**src/rtl/pf_stream_engine.sv**
```systemverilog
// Stream prefetch engine: buffers prefetch descriptors and expands each into
// line requests interleaved by address across NCH cache-pipe channels.
module pf_stream_engine #(
  parameter int unsigned NCH      = 2,
  parameter int unsigned ADDR_W   = 44,
  parameter int unsigned STRIDE_W = 8,
  parameter int unsigned CNT_W    = 4,
  parameter int unsigned DEPTH    = 4,
  parameter int unsigned STAT_W   = 16
) (
  input  logic                  clk,
  input  logic                  reset,
  input  logic                  op_valid,
  output logic                  op_retry,
  input  logic [ADDR_W-1:0]     op_addr,
  input  logic [STRIDE_W-1:0]   op_stride,
  input  logic [CNT_W-1:0]      op_count,
  input  logic                  op_l2,
  output logic [NCH-1:0]        req_valid,
  input  logic [NCH-1:0]        req_retry,
  output logic [NCH*ADDR_W-1:0] req_addr,
  output logic [NCH-1:0]        req_l2,
  output logic [STAT_W-1:0]     stat_issued,
  output logic [STAT_W-1:0]     stat_stall,
  output logic [STAT_W-1:0]     stat_drop
);

  localparam int unsigned IDX_W = $clog2(DEPTH);
  localparam int unsigned PTR_W = IDX_W + 1;
  localparam int unsigned CH_W  = (NCH > 1) ? $clog2(NCH) : 1;
  localparam int unsigned PC_W  = CH_W + 1;

  typedef enum logic {IDLE, ISSUE} state_t;

  // Descriptor FIFO storage and pointers
  logic [ADDR_W-1:0]   fifo_addr   [DEPTH];
  logic [STRIDE_W-1:0] fifo_stride [DEPTH];
  logic [CNT_W-1:0]    fifo_count  [DEPTH];
  logic                fifo_l2     [DEPTH];
  logic [PTR_W-1:0]    wr_ptr, rd_ptr;

  logic full_c, empty_c, push_c, pop_c;
  logic load_c, drop_c, wr_c, stall_c, writable_c;

  state_t state_q, state_d;
  logic [ADDR_W-1:0]   cur_addr_q;
  logic [STRIDE_W-1:0] cur_stride_q;
  logic [CNT_W-1:0]    remain_q;
  logic                cur_l2_q;
  logic [CH_W-1:0]     ch_c;
  logic [ADDR_W-1:0]   stride_ext_c;
  logic [PC_W-1:0]     issued_cnt_c;

  assign full_c   = (wr_ptr[PTR_W-1] != rd_ptr[PTR_W-1]) &&
                    (wr_ptr[IDX_W-1:0] == rd_ptr[IDX_W-1:0]);
  assign empty_c  = (wr_ptr == rd_ptr);
  assign op_retry = full_c;
  assign push_c   = op_valid && !full_c;

  always_ff @(posedge clk or negedge reset) begin
    if (!reset) begin
      wr_ptr <= '0;
      rd_ptr <= '0;
    end else begin
      if (push_c) wr_ptr <= wr_ptr + PTR_W'(1);
      if (pop_c)  rd_ptr <= rd_ptr + PTR_W'(1);
    end
  end

  // Payload storage needs no reset; only pointers define occupancy
  always_ff @(posedge clk) begin
    if (push_c) begin
      fifo_addr[wr_ptr[IDX_W-1:0]]   <= op_addr;
      fifo_stride[wr_ptr[IDX_W-1:0]] <= op_stride;
      fifo_count[wr_ptr[IDX_W-1:0]]  <= op_count;
      fifo_l2[wr_ptr[IDX_W-1:0]]     <= op_l2;
    end
  end

  // Target channel is the low address bits of the current line
  generate
    if (NCH > 1) begin : g_ch
      assign ch_c = cur_addr_q[CH_W-1:0];
    end else begin : g_ch1
      assign ch_c = '0;
    end
  endgenerate

  assign writable_c   = !req_valid[ch_c] || !req_retry[ch_c];
  assign stride_ext_c = {{(ADDR_W-STRIDE_W){cur_stride_q[STRIDE_W-1]}}, cur_stride_q};

  always_ff @(posedge clk or negedge reset) begin
    if (!reset) state_q <= IDLE;
    else        state_q <= state_d;
  end

  always_comb begin
    state_d = state_q;
    pop_c   = 1'b0;
    load_c  = 1'b0;
    drop_c  = 1'b0;
    wr_c    = 1'b0;
    stall_c = 1'b0;
    case (state_q)
      IDLE: begin
        if (!empty_c) begin
          pop_c = 1'b1;
          if (fifo_count[rd_ptr[IDX_W-1:0]] == '0) begin
            drop_c = 1'b1;
          end else begin
            load_c  = 1'b1;
            state_d = ISSUE;
          end
        end
      end
      ISSUE: begin
        if (writable_c) begin
          wr_c = 1'b1;
          if (remain_q == CNT_W'(1)) state_d = IDLE;
        end else begin
          stall_c = 1'b1;
        end
      end
      default: state_d = IDLE;
    endcase
  end

  // Generator walk state
  always_ff @(posedge clk or negedge reset) begin
    if (!reset) begin
      cur_addr_q   <= '0;
      cur_stride_q <= '0;
      remain_q     <= '0;
      cur_l2_q     <= 1'b0;
    end else if (load_c) begin
      cur_addr_q   <= fifo_addr[rd_ptr[IDX_W-1:0]];
      cur_stride_q <= fifo_stride[rd_ptr[IDX_W-1:0]];
      remain_q     <= fifo_count[rd_ptr[IDX_W-1:0]];
      cur_l2_q     <= fifo_l2[rd_ptr[IDX_W-1:0]];
    end else if (wr_c) begin
      cur_addr_q <= cur_addr_q + stride_ext_c;
      remain_q   <= remain_q - CNT_W'(1);
    end
  end

  // Per-channel request slots; a write on a draining slot replaces it bubble-free
  always_ff @(posedge clk or negedge reset) begin
    if (!reset) begin
      req_valid <= '0;
      req_addr  <= '0;
      req_l2    <= '0;
    end else begin
      for (int unsigned c = 0; c < NCH; c++) begin
        if (wr_c && (ch_c == CH_W'(c))) begin
          req_valid[c]                 <= 1'b1;
          req_addr[c*ADDR_W +: ADDR_W] <= cur_addr_q;
          req_l2[c]                    <= cur_l2_q;
        end else if (!req_retry[c]) begin
          req_valid[c] <= 1'b0;
        end
      end
    end
  end

  always_comb begin
    issued_cnt_c = '0;
    for (int unsigned c = 0; c < NCH; c++) begin
      issued_cnt_c = issued_cnt_c + PC_W'(req_valid[c] && !req_retry[c]);
    end
  end

  function automatic logic [STAT_W-1:0] sat_add(input logic [STAT_W-1:0] v,
                                                input logic [PC_W-1:0]   inc);
    logic [STAT_W:0] s;
    s = {1'b0, v} + (STAT_W+1)'(inc);
    return s[STAT_W] ? '1 : s[STAT_W-1:0];
  endfunction

  always_ff @(posedge clk or negedge reset) begin
    if (!reset) begin
      stat_issued <= '0;
      stat_stall  <= '0;
      stat_drop   <= '0;
    end else begin
      stat_issued <= sat_add(stat_issued, issued_cnt_c);
      stat_stall  <= sat_add(stat_stall, PC_W'(stall_c));
      stat_drop   <= sat_add(stat_drop, PC_W'(drop_c));
    end
  end

endmodule

```
**config.mk**
```make
export PLATFORM = sky130hd
export DESIGN_NAME = pf_stream_engine
export DESIGN_NICKNAME = d
export VERILOG_FILES = /design/src/rtl/pf_stream_engine.sv
export SDC_FILE = /design/constraint.sdc
export NUM_CORES = 1
export LEC_CHECK = 0
export BUFFER_PORTS_ARGS = -buffer_cell sky130_fd_sc_hd__buf_4
export CORE_MARGIN = 5
export CORE_UTILIZATION = 50
export CTS_CLUSTER_DIAMETER = 200
export DETAILED_ROUTE_END_ITERATION = 16
export GPL_TIMING_DRIVEN = 0
export PLACE_DENSITY_LB_ADDON = 0.3
export SYNTH_ARGS = -nofsm -noshare
export SYNTH_HDL_FRONTEND = slang
export SYNTH_SLANG_ARGS = --single-unit
```
**constraint.sdc**
```tcl
create_clock -name clk -period 8.1 [get_ports clk]
set_input_delay 1.62 -clock clk [delete_from_list [all_inputs] [get_ports clk]]
set_output_delay 1.62 -clock clk [all_outputs]
set_load 0.005 [all_outputs]
```
-- Word-level counts from Yosys, hierarchy flattened
Memories as Yosys holds them, arrays and structs flattened. A register that Yosys moved wholly into a read port is not among the register bits.
Cells that the tools add are included.
- flip-flop bits (word level): 195
- memory bits (writable): 228
- bits of input ports: 62
- output and inout bits: 141
- word-level logic and storage cells: 83
- memories: 4
- $add $sub $neg: 8
- $lt $le $gt $ge: 1
- equal/unequal tests: 6
- muxes and demuxes: 32
- bitwise logic cells: 2
- reduce and logical (&&, ||, !) cells: 16
- memory list (name ; depth ; width ; rd ports ; clocked after Yosys merged registers in ; write ports ; line ; text):
    fifo_addr ; 4 ; 44 ; 1 ; 0 ; 1 ; 36 ; logic [ADDR_W-1:0] fifo_addr [DEPTH];
    fifo_stride ; 4 ; 8 ; 1 ; 1 ; 1 ; 37 ; logic [STRIDE_W-1:0] fifo_stride [DEPTH];
    fifo_count ; 4 ; 4 ; 1 ; 0 ; 1 ; 38 ; logic [CNT_W-1:0] fifo_count [DEPTH];
    fifo_l2 ; 4 ; 1 ; 1 ; 1 ; 1 ; 39 ; logic fifo_l2 [DEPTH];
- operators by type and width (kind ; number):
    44-bit two-way mux ; 2
    16-bit two-way mux ; 3
    44-bit adder ; 1
    16-bit by 1-bit adder with 17-bit output ; 2
    1-bit two-way mux ; 24
    16-bit by 2-bit adder with 17-bit output ; 1
    4-bit two-way mux ; 2
    1-bit zero test ; 7
    3-bit by 1-bit adder with 3-bit output, second input constant ; 2
    1-bit logical AND ; 6
    4-bit by 1-bit equality test with 1-bit output, second input constant ; 1
    4-bit zero test ; 1
    2-bit by 1-bit inequality test with 1-bit output, second input constant ; 2
    4-bit by 1-bit subtractor with 4-bit output, second input constant ; 1
    3-bit equality test ; 1
    1-bit by 1-bit adder with 2-bit output ; 1
    2-bit equality test ; 1
    1-bit by 2-bit less-than comparator with 1-bit output, second input constant ; 1
    1-bit NOT ; 2
    1-bit one-hot mux with 2 select lines ; 1
    2-bit nonzero test ; 1
    1-bit logical OR ; 1
    1-bit inequality test ; 1

-- Depth between registers and ports, before layout
Gate-level depths: netlist of run 1.
- depth in word-level cells: 8
- gate-level depth with buffers: 14
- depth with buffers taken out: 12

-- Worst setup path after synthesis of run 1
No wires, ideal clock.
- path type: input to register
- start point: in op_valid
- end point: mem fifo_addr[3][0] (enable)
- library setup time: 0.422 ns
- arrival: 3.349 ns
- data required time: 7.678 ns
- path slack: 4.329 ns
- stages: 2
- path buffers: 0
- cells stage by stage: nor2b_1 -> and2_1
- word-level cells in the longest chain between the ends: 3
- ends and longest elaborated chain (element ; line ; text):
    start, declared ; 13 ; input logic op_valid,
    1-bit logical AND ; 58 ; assign push_c = op_valid && !full_c;
    1-bit two-way mux ; 72 ; if (push_c) begin
    1-bit two-way mux (not written as such) ; 73 ; fifo_addr[wr_ptr[IDX_W-1:0]] <= op_addr;
    end, declared ; 36 ;
Every way passes these cells.

-- Worst setup path in the final report of run 1
- start point: reg cur_stride_q[7], read port of fifo_stride
- end point: reg cur_addr_q[38]
- word-level cells in the longest chain between the ends: 3
- ends and longest elaborated chain (element ; line ; text):
    start, declared ; 47 ; logic [STRIDE_W-1:0] cur_stride_q;
    44-bit adder ; 141 ; cur_addr_q <= cur_addr_q + stride_ext_c;
    44-bit two-way mux ; 140 ; end else if (wr_c) begin
    44-bit two-way mux ; 135 ; end else if (load_c) begin
    end signal, assigned ; 136 ; cur_addr_q <= fifo_addr[rd_ptr[IDX_W-1:0]];
    end signal, assigned ; 141 ;
    end, declared ; 46 ; logic [ADDR_W-1:0] cur_addr_q;
Every way passes these cells. The select of a mux whose other input is x is not followed.
A chain may end at the register's enable or synchronous reset.

==> impl_metrics.yaml, run 1 <==
status:
  status: "finished, final reports clean"
setup_path:
  cp_num_buf_inv: 0
  critical_path_required_ns: 8.51
  critical_path.max_fanout: 39
  path_class: "register to register"
  crit_path_start_kind: "register"
  cp-startpoint: "cur_stride_q[7]"
  cp_slowest_cell: "dfrtp_2"
  critPathMaxStageDelay_ns: 0.93
  rrSetupSlack_ns: 4.25
  cp_top_family: "compound AO/OA/AOI/OAI gates"
  reg2reg_from: "cur_stride_q[7]"
  endpoint_kind: "register"
  cp_data_arrival_time_ns: 4.26
  crit_chain: "ha_1 -> and2_1 -> a2111oi_0 -> o21ai_0 -> a31o_2 -> a31o_2 -> a221o_1 -> a41oi_2 -> xor2_1 -> o21ai_0"
sta:
  finalHoldViolCount: 0
  tns_ns: 0
  post-route-min-period_ns: 3.85
  slew_viol_final: 0
  setup_viol: 0
  grt_setup_unrepaired: "no"
  max_freq_mhz: 260
  worstMarginPinSlew_ns: 1.20
  post-route-period-util: 0.475
  fin_skew_ns: 0.0104
  slew_headroom: 0.203
cells_and_area:
  final_common_cell: "edfxtp_1"
  fillers: 2971
  utilization: 0.608
  syn_to_final_growth_pct: 20.1
  drive_gt1_frac: 0.274
  final_cell_mix: "edfxtp_1, dfrtp_1, buf_4, nand2_1, mux2_2"
  final_nets: 1740
detailed_routing:
  wirelength_um: 45700
  avgRoutedWirePerCell_um: 21.0
  avgViaCountPerCell: 5.61
  drt_iter0_drc: 884
  dr.pass1.iters: 5
  ant_nets: 0
  num_vias: 12182
  drc: 0
die:
  die_h_um: 205
  initial_core_util: 0.506
  die_w_um: 205
  row_count: 71
  core_area_um2: 37700
  ioPinCount: 203
  die-area_um2: 42100
power_and_ir_drop:
  ir_worst_vdd_uv: 260
  power_density_nw_per_um2: 441
  p_leak_nw: 9.40
synthesis:
  synth-edff-count: 228
  ys_warn_count: 0
  ys_types: 72
  synth.net_count: 1484
  synth_seq_area_share: 0.627
  synth_seq_cells: 432
  synthArstFlopShare: 0.472
  avgSynthCellArea_um2: 14.0
  netlist_instances: 1365
  netlist_area_um2: 19100
  yosys_most_used_dff: "edfxtp_1"
clock_tree:
  path_clk_slew_ns: 0.06
  ctsResizeCount: 0
  numCtsBuffers: 46
  cts_root_buf: "clkbuf_16"
  insertion_delay_ns: 0.57
  cts.path.max_buffers: 3
  cts_sinks: 432
  tritoncts: "done"
  htreeDepth: 2
  ctsHoldBuffers: 0
  cts_setup_buffers: 0
placement:
  hpwl_um: 31900
  routabilityCongestion: 0.907
  io_buffers: 202
global_routing:
  grt_pass1_wl_um: 71200
  grt_max_degree: 117
  antenna_found_initial: 2
  track_usage: 0.220
  overflow: 0
  grt_pass1_vias: 12419
hold_path:
  min-delay-start: "req_addr[44]"
  hold_class: "register to register"
run:
  drv_cap: 0
[logic make-up (layout without fill, tap and decap cells)]
group	count (synthesis)	in the layout	synth area share
flip-flops	432	432	0.627
AND/OR/NAND/NOR	335	335	0.0805
AO/OA/AOI/OAI	251	251	0.0848
multiplexers	149	149	0.122
buffers and inverters	74	367	0.0172
XOR/XNOR	67	67	0.0308
adder cells (fa/ha/maj)	57	57	0.0382
other	0	2	0
[final timing paths]
path / cells after the start / to
hold reg to reg: 1 / req_addr[44]
hold / removal: 1 / req_addr[44]
setup / recovery: 10 / cur_addr_q[38]
min in group asynchronous: 1 / stat_issued[10]
max in group asynchronous: 2 / req_addr[86]
setup reg to reg: 10 / cur_addr_q[38]
[through the flow]
| stage | hold WS, ns | power [mW] | setup slack, ns | instance area (um^2) | instances |
|---|---|---|---|---|---|
| after global routing | 0.490 | 10.8 | 3.99 | 22900 | 2171 |
| after floorplan | 0.450 | 6.45 | 4.33 | 19100 | 1365 |
| final | 0.477 | 10.1 | 4.25 | 22900 | 2171 |
| after global placement | 0.454 | 7.91 | 3.09 | 21200 | 2078 |
| after detailed placement | 0.457 | 8.04 | 3.84 | 21400 | 2084 |
| after CTS | 0.477 | 10.2 | 4.28 | 22900 | 2169 |
[state kept, by name, indices dropped and copies added, names as in the netlist]
register      cells
req_l2            2
stat_drop        16
req_valid         2
rd_ptr            3
fifo_count       16
state_q           1
fifo_stride      32
stat_issued      16
cur_addr_q       44
cur_l2_q          1
wr_ptr            3
fifo_l2           4
fifo_addr       176
stat_stall       16
cur_stride_q      8
req_addr         88
remain_q          4
[routing by layer]
layer / track usage / vias up / routed length [um]
met5: 0 / - / 0
met4: 0.0696 / 0 / 1270
met3: 0.0438 / 70 / 2770
met2: 0.360 / 343 / 22200
met1: 0.300 / 6123 / 19400
li1: - / 5646 / -
[synthesized netlist by cell type, types with 4 or more instances]
library cell | n | area [um^2]
nor2_1 | 64 | 240
dfrtp_1 | 204 | 5100
o21ai_0 | 51 | 255
and2_1 | 12 | 75.1
inv_1 | 23 | 86.3
mux2_2 | 90 | 1010
nor2b_1 | 8 | 50.1
a211oi_1 | 5 | 37.5
a31oi_1 | 25 | 156
o211ai_1 | 7 | 52.6
nand2b_1 | 10 | 62.6
and3_1 | 20 | 125
nand4_1 | 11 | 68.8
xor2_1 | 37 | 324
a21o_1 | 29 | 218
nand2_1 | 153 | 574
nand3_1 | 26 | 130
mux4_2 | 57 | 1280
o31ai_1 | 4 | 30.0
buf_2 | 6 | 30.0
o21a_1 | 10 | 75.1
a21oi_1 | 70 | 350
clkbuf_1 | 36 | 135
ha_1 | 55 | 688
or3_1 | 4 | 25.0
xnor2_1 | 30 | 263
o22ai_1 | 9 | 56.3
nor3_1 | 9 | 45.0
edfxtp_1 | 228 | 6850
[final cells by class]
type	instances	area [um^2]	share of cell area
buffer	51	241	0.0105
sequential	432	12000	0.522
antenna	2	5.00	0.000219
inverter	23	86.3	0.00377
clock buffer	66	1290	0.0563
tap	511	639	0.0279
timing repair buffer	208	1660	0.0724
clock inverter	19	225	0.00984
multi-input combinational	859	6800	0.297
[where the power goes]
group / internal, mW / switching, mW
Clock: 1.27 / 0.836
Sequential: 3.07 / 0.463
Combinational: 2.06 / 2.40
Total: 6.40 / 3.70
[worst register-to-register path, cell delays in order (launching register included)]
cell and delay, ns:
dfrtp_2 0.93, ha_1 0.50, and2_1 0.20, a2111oi_0 0.44, o21ai_0 0.16, a31o_2 0.30, a31o_2 0.25, a221o_1 0.39
a41oi_2 0.26, xor2_1 0.18, o21ai_0 0.09
(Power assumes the default switching activity.)
==> inputs of run 2 (changes only) <==
clock period = 3.8 ns   (was 8.1 ns; I/O delays follow)
==> run 2 against run 1 <==
  * Core utilization increased by 0.093 points
  * Non-clock buffer count increased by 1
  * Clock power increased by 110%
  * Largest power group unchanged
  * Die area unchanged
  * Sequential share of layout area decreased by 0.069 points
  * Via count increased by 0.44%
  * Wire length increased by 0.62%
  * Critical path depth increased by 1
  * Clock-buffer cell count unchanged
  * Critical path type unchanged
  * Fmax increased by 8.9%
  * Global-route usage unchanged
  * Hold slack got worse by 0.31 ns
==> impl_metrics.yaml, run 2 (same netlist as run 1, synthesis figures left out) <==
power_and_ir_drop:
  power_density_nw_per_um2: 942
  comb_power_share: 0.445
  seq_power_share: 0.347
  ir_worst_vdd_uv: 555
  clockPowerShare: 0.208
  intPower_mw: 13.7
  p_leak_nw: 9.41
  swShare: 0.367
  total_power_mw: 21.6
  switchingPower_mw: 7.93
cells_and_area:
  syn_to_final_growth_pct: 20.3
  final_common_cell: "edfxtp_1"
  fillers: 2964
  largest_reg_flops: 176
  final_nets: 1741
  final_cell_mix: "edfxtp_1, dfrtp_1, buf_4, nand2_1, mux2_2"
  fin_area_um2: 22900
  drive_gt1_frac: 0.275
sta:
  setup_slack_ns: 0.263
  post-route-min-period_ns: 3.54
  worstMarginPinSlew_ns: 1.19
  fin_skew_ns: 0.0132
  post-route-period-util: 0.931
  finalHoldViolCount: 0
  slew_headroom: 0.206
  grt_setup_unrepaired: "no"
  max_freq_mhz: 283
  setup_viol: 0
  slew_viol_final: 0
setup_path:
  cp-startpoint: "cur_stride_q[7]"
  critical_path.max_fanout: 21
  path_depth: 11
  cp_data_arrival_time_ns: 3.95
  crit_path_start_kind: "register"
  cp_num_buf_inv: 1
  endpoint: "cur_addr_q[38]"
  r2r_end: "cur_addr_q[38]"
  rr_worst_depth: 11
  cp_top_family: "compound AO/OA/AOI/OAI gates"
  critical_path_required_ns: 4.21
  critPathMaxStageDelay_ns: 0.64
  reg2reg_from: "cur_stride_q[7]"
  crit_chain: "buf_16 -> ha_1 -> a21o_1 -> a2111oi_1 -> o21ai_0 -> a31o_2 -> a31o_2 -> a221o_1 -> a41oi_2 -> xor2_1 -> o21ai_0"
  cp_slowest_cell: "dfrtp_4"
  endpoint_kind: "register"
  path_class: "register to register"
  rrSetupSlack_ns: 0.26
clock_tree:
  cts_root_buf: "clkbuf_16"
  path_clk_slew_ns: 0.06
  cts.path.max_buffers: 3
  insertion_delay_ns: 0.57
  htreeDepth: 2
  tritoncts: "done"
  cts_sinks: 432
  numCtsBuffers: 46
die:
  die-area_um2: 42100
  core_area_um2: 37700
  row_count: 71
  ioPinCount: 203
  initial_core_util: 0.506
  die_h_um: 205
  die_w_um: 205
global_routing:
  antenna_found_initial: 2
  overflow: 0
  track_usage: 0.220
  grt_max_degree: 117
  grt_pass1_wl_um: 71200
  grt_pass1_vias: 12419
placement:
  io_buffers: 202
  hpwl_um: 31900
  placed_area_um2: 21400
  place_worst_setup_slack_ns: 0.00243
  routabilityCongestion: 0.907
detailed_routing:
  ant_nets: 0
  wirelength_um: 45900
  avgViaCountPerCell: 5.63
  avgRoutedWirePerCell_um: 21.2
  drc: 0
  drt_iter0_drc: 884
  num_vias: 12236
  dr.pass1.iters: 5
hold_path:
  hold_class: "primary input to asynchronous set/reset pin"
run:
  drv_cap: 0
status:
  status: "finished, final reports clean"
==> run 2: worst register-to-register path: cells and delay by family (launching register included) <==
family	cells	cell delay (ns)
adder cells (fa/ha/maj)	1	0.24
buffers and inverters	1	0.25
XOR/XNOR	1	0.16
AO/OA/AOI/OAI	8	2.08
flip-flops	1	0.64
==> run 2: area by class of cell <==
type                            instances  area, um^2  area share
Sequential cell                       432       12000       0.521
Multi-Input combinational cell        859        6800       0.297
Timing Repair Buffer                  209        1690      0.0735
Clock buffer                           66        1290      0.0562
Tap cell                              511         639      0.0279
Buffer                                 51         241      0.0105
Clock inverter                         19         225     0.00982
Inverter                               23        86.3     0.00377
Antenna cell                            2        5.00    0.000218
==> run 2: what timing repair did <==
action	4_1_cts	5_1_grt
endpoints found under the setup margin	2	13
resized for setup	1	2
hold buffers	0	0
pin swaps	0	0
setup buffers	0	1
==> run 2: metrics by stage <==
| stage | utilization | cells | setup TNS, ns | hold slack, ns |
|---|---|---|---|---|
| 5_1_grt | 0.609 | 2172 | 0 | 0.230 |
| 3_3_place_gp | 0.563 | 2078 | -144.25 | 0.454 |
| 2_1_floorplan | - | 1365 | 0 | 0.450 |
| 3_5_place_dp | 0.567 | 2084 | 0 | 0.457 |
| 6_report | 0.609 | 2172 | 0 | 0.169 |
| 4_1_cts | 0.608 | 2169 | 0 | 0.194 |
==> run 2: how the worst min path moves through the flow <==
stage / end / from / slack, ns / cells after the start
floorplan: cur_stride_q[0] / cur_stride_q[0] / 0.45 / 2
global placement: req_addr[44] / req_addr[44] / 0.45 / 1
detailed placement: req_addr[44] / req_addr[44] / 0.46 / 1
CTS: stat_issued[10] / reset / 0.19 / 1
global route: stat_issued[8] / reset / 0.23 / 1
finish: stat_issued[10] / reset / 0.17 / 1
==> run 2: metal layers <==
metal / part of all wire / vias up / GRT usage
li1: - / 5639 / -
met1: 0.43 / 6157 / 0.300
met2: 0.48 / 366 / 0.360
met3: 0.060 / 74 / 0.0438
met4: 0.029 / 0 / 0.0696
met5: 0 / - / 0
==> run 2: power groups by stage <==
stage	sequential [mW]	combinational [mW]	clock, mW
global route	7.67	10.6	4.80
floorplan	7.33	6.43	0
global placement	7.59	9.28	0
CTS	7.54	9.60	4.59
finish	7.51	9.61	4.49
detailed placement	7.61	9.54	0
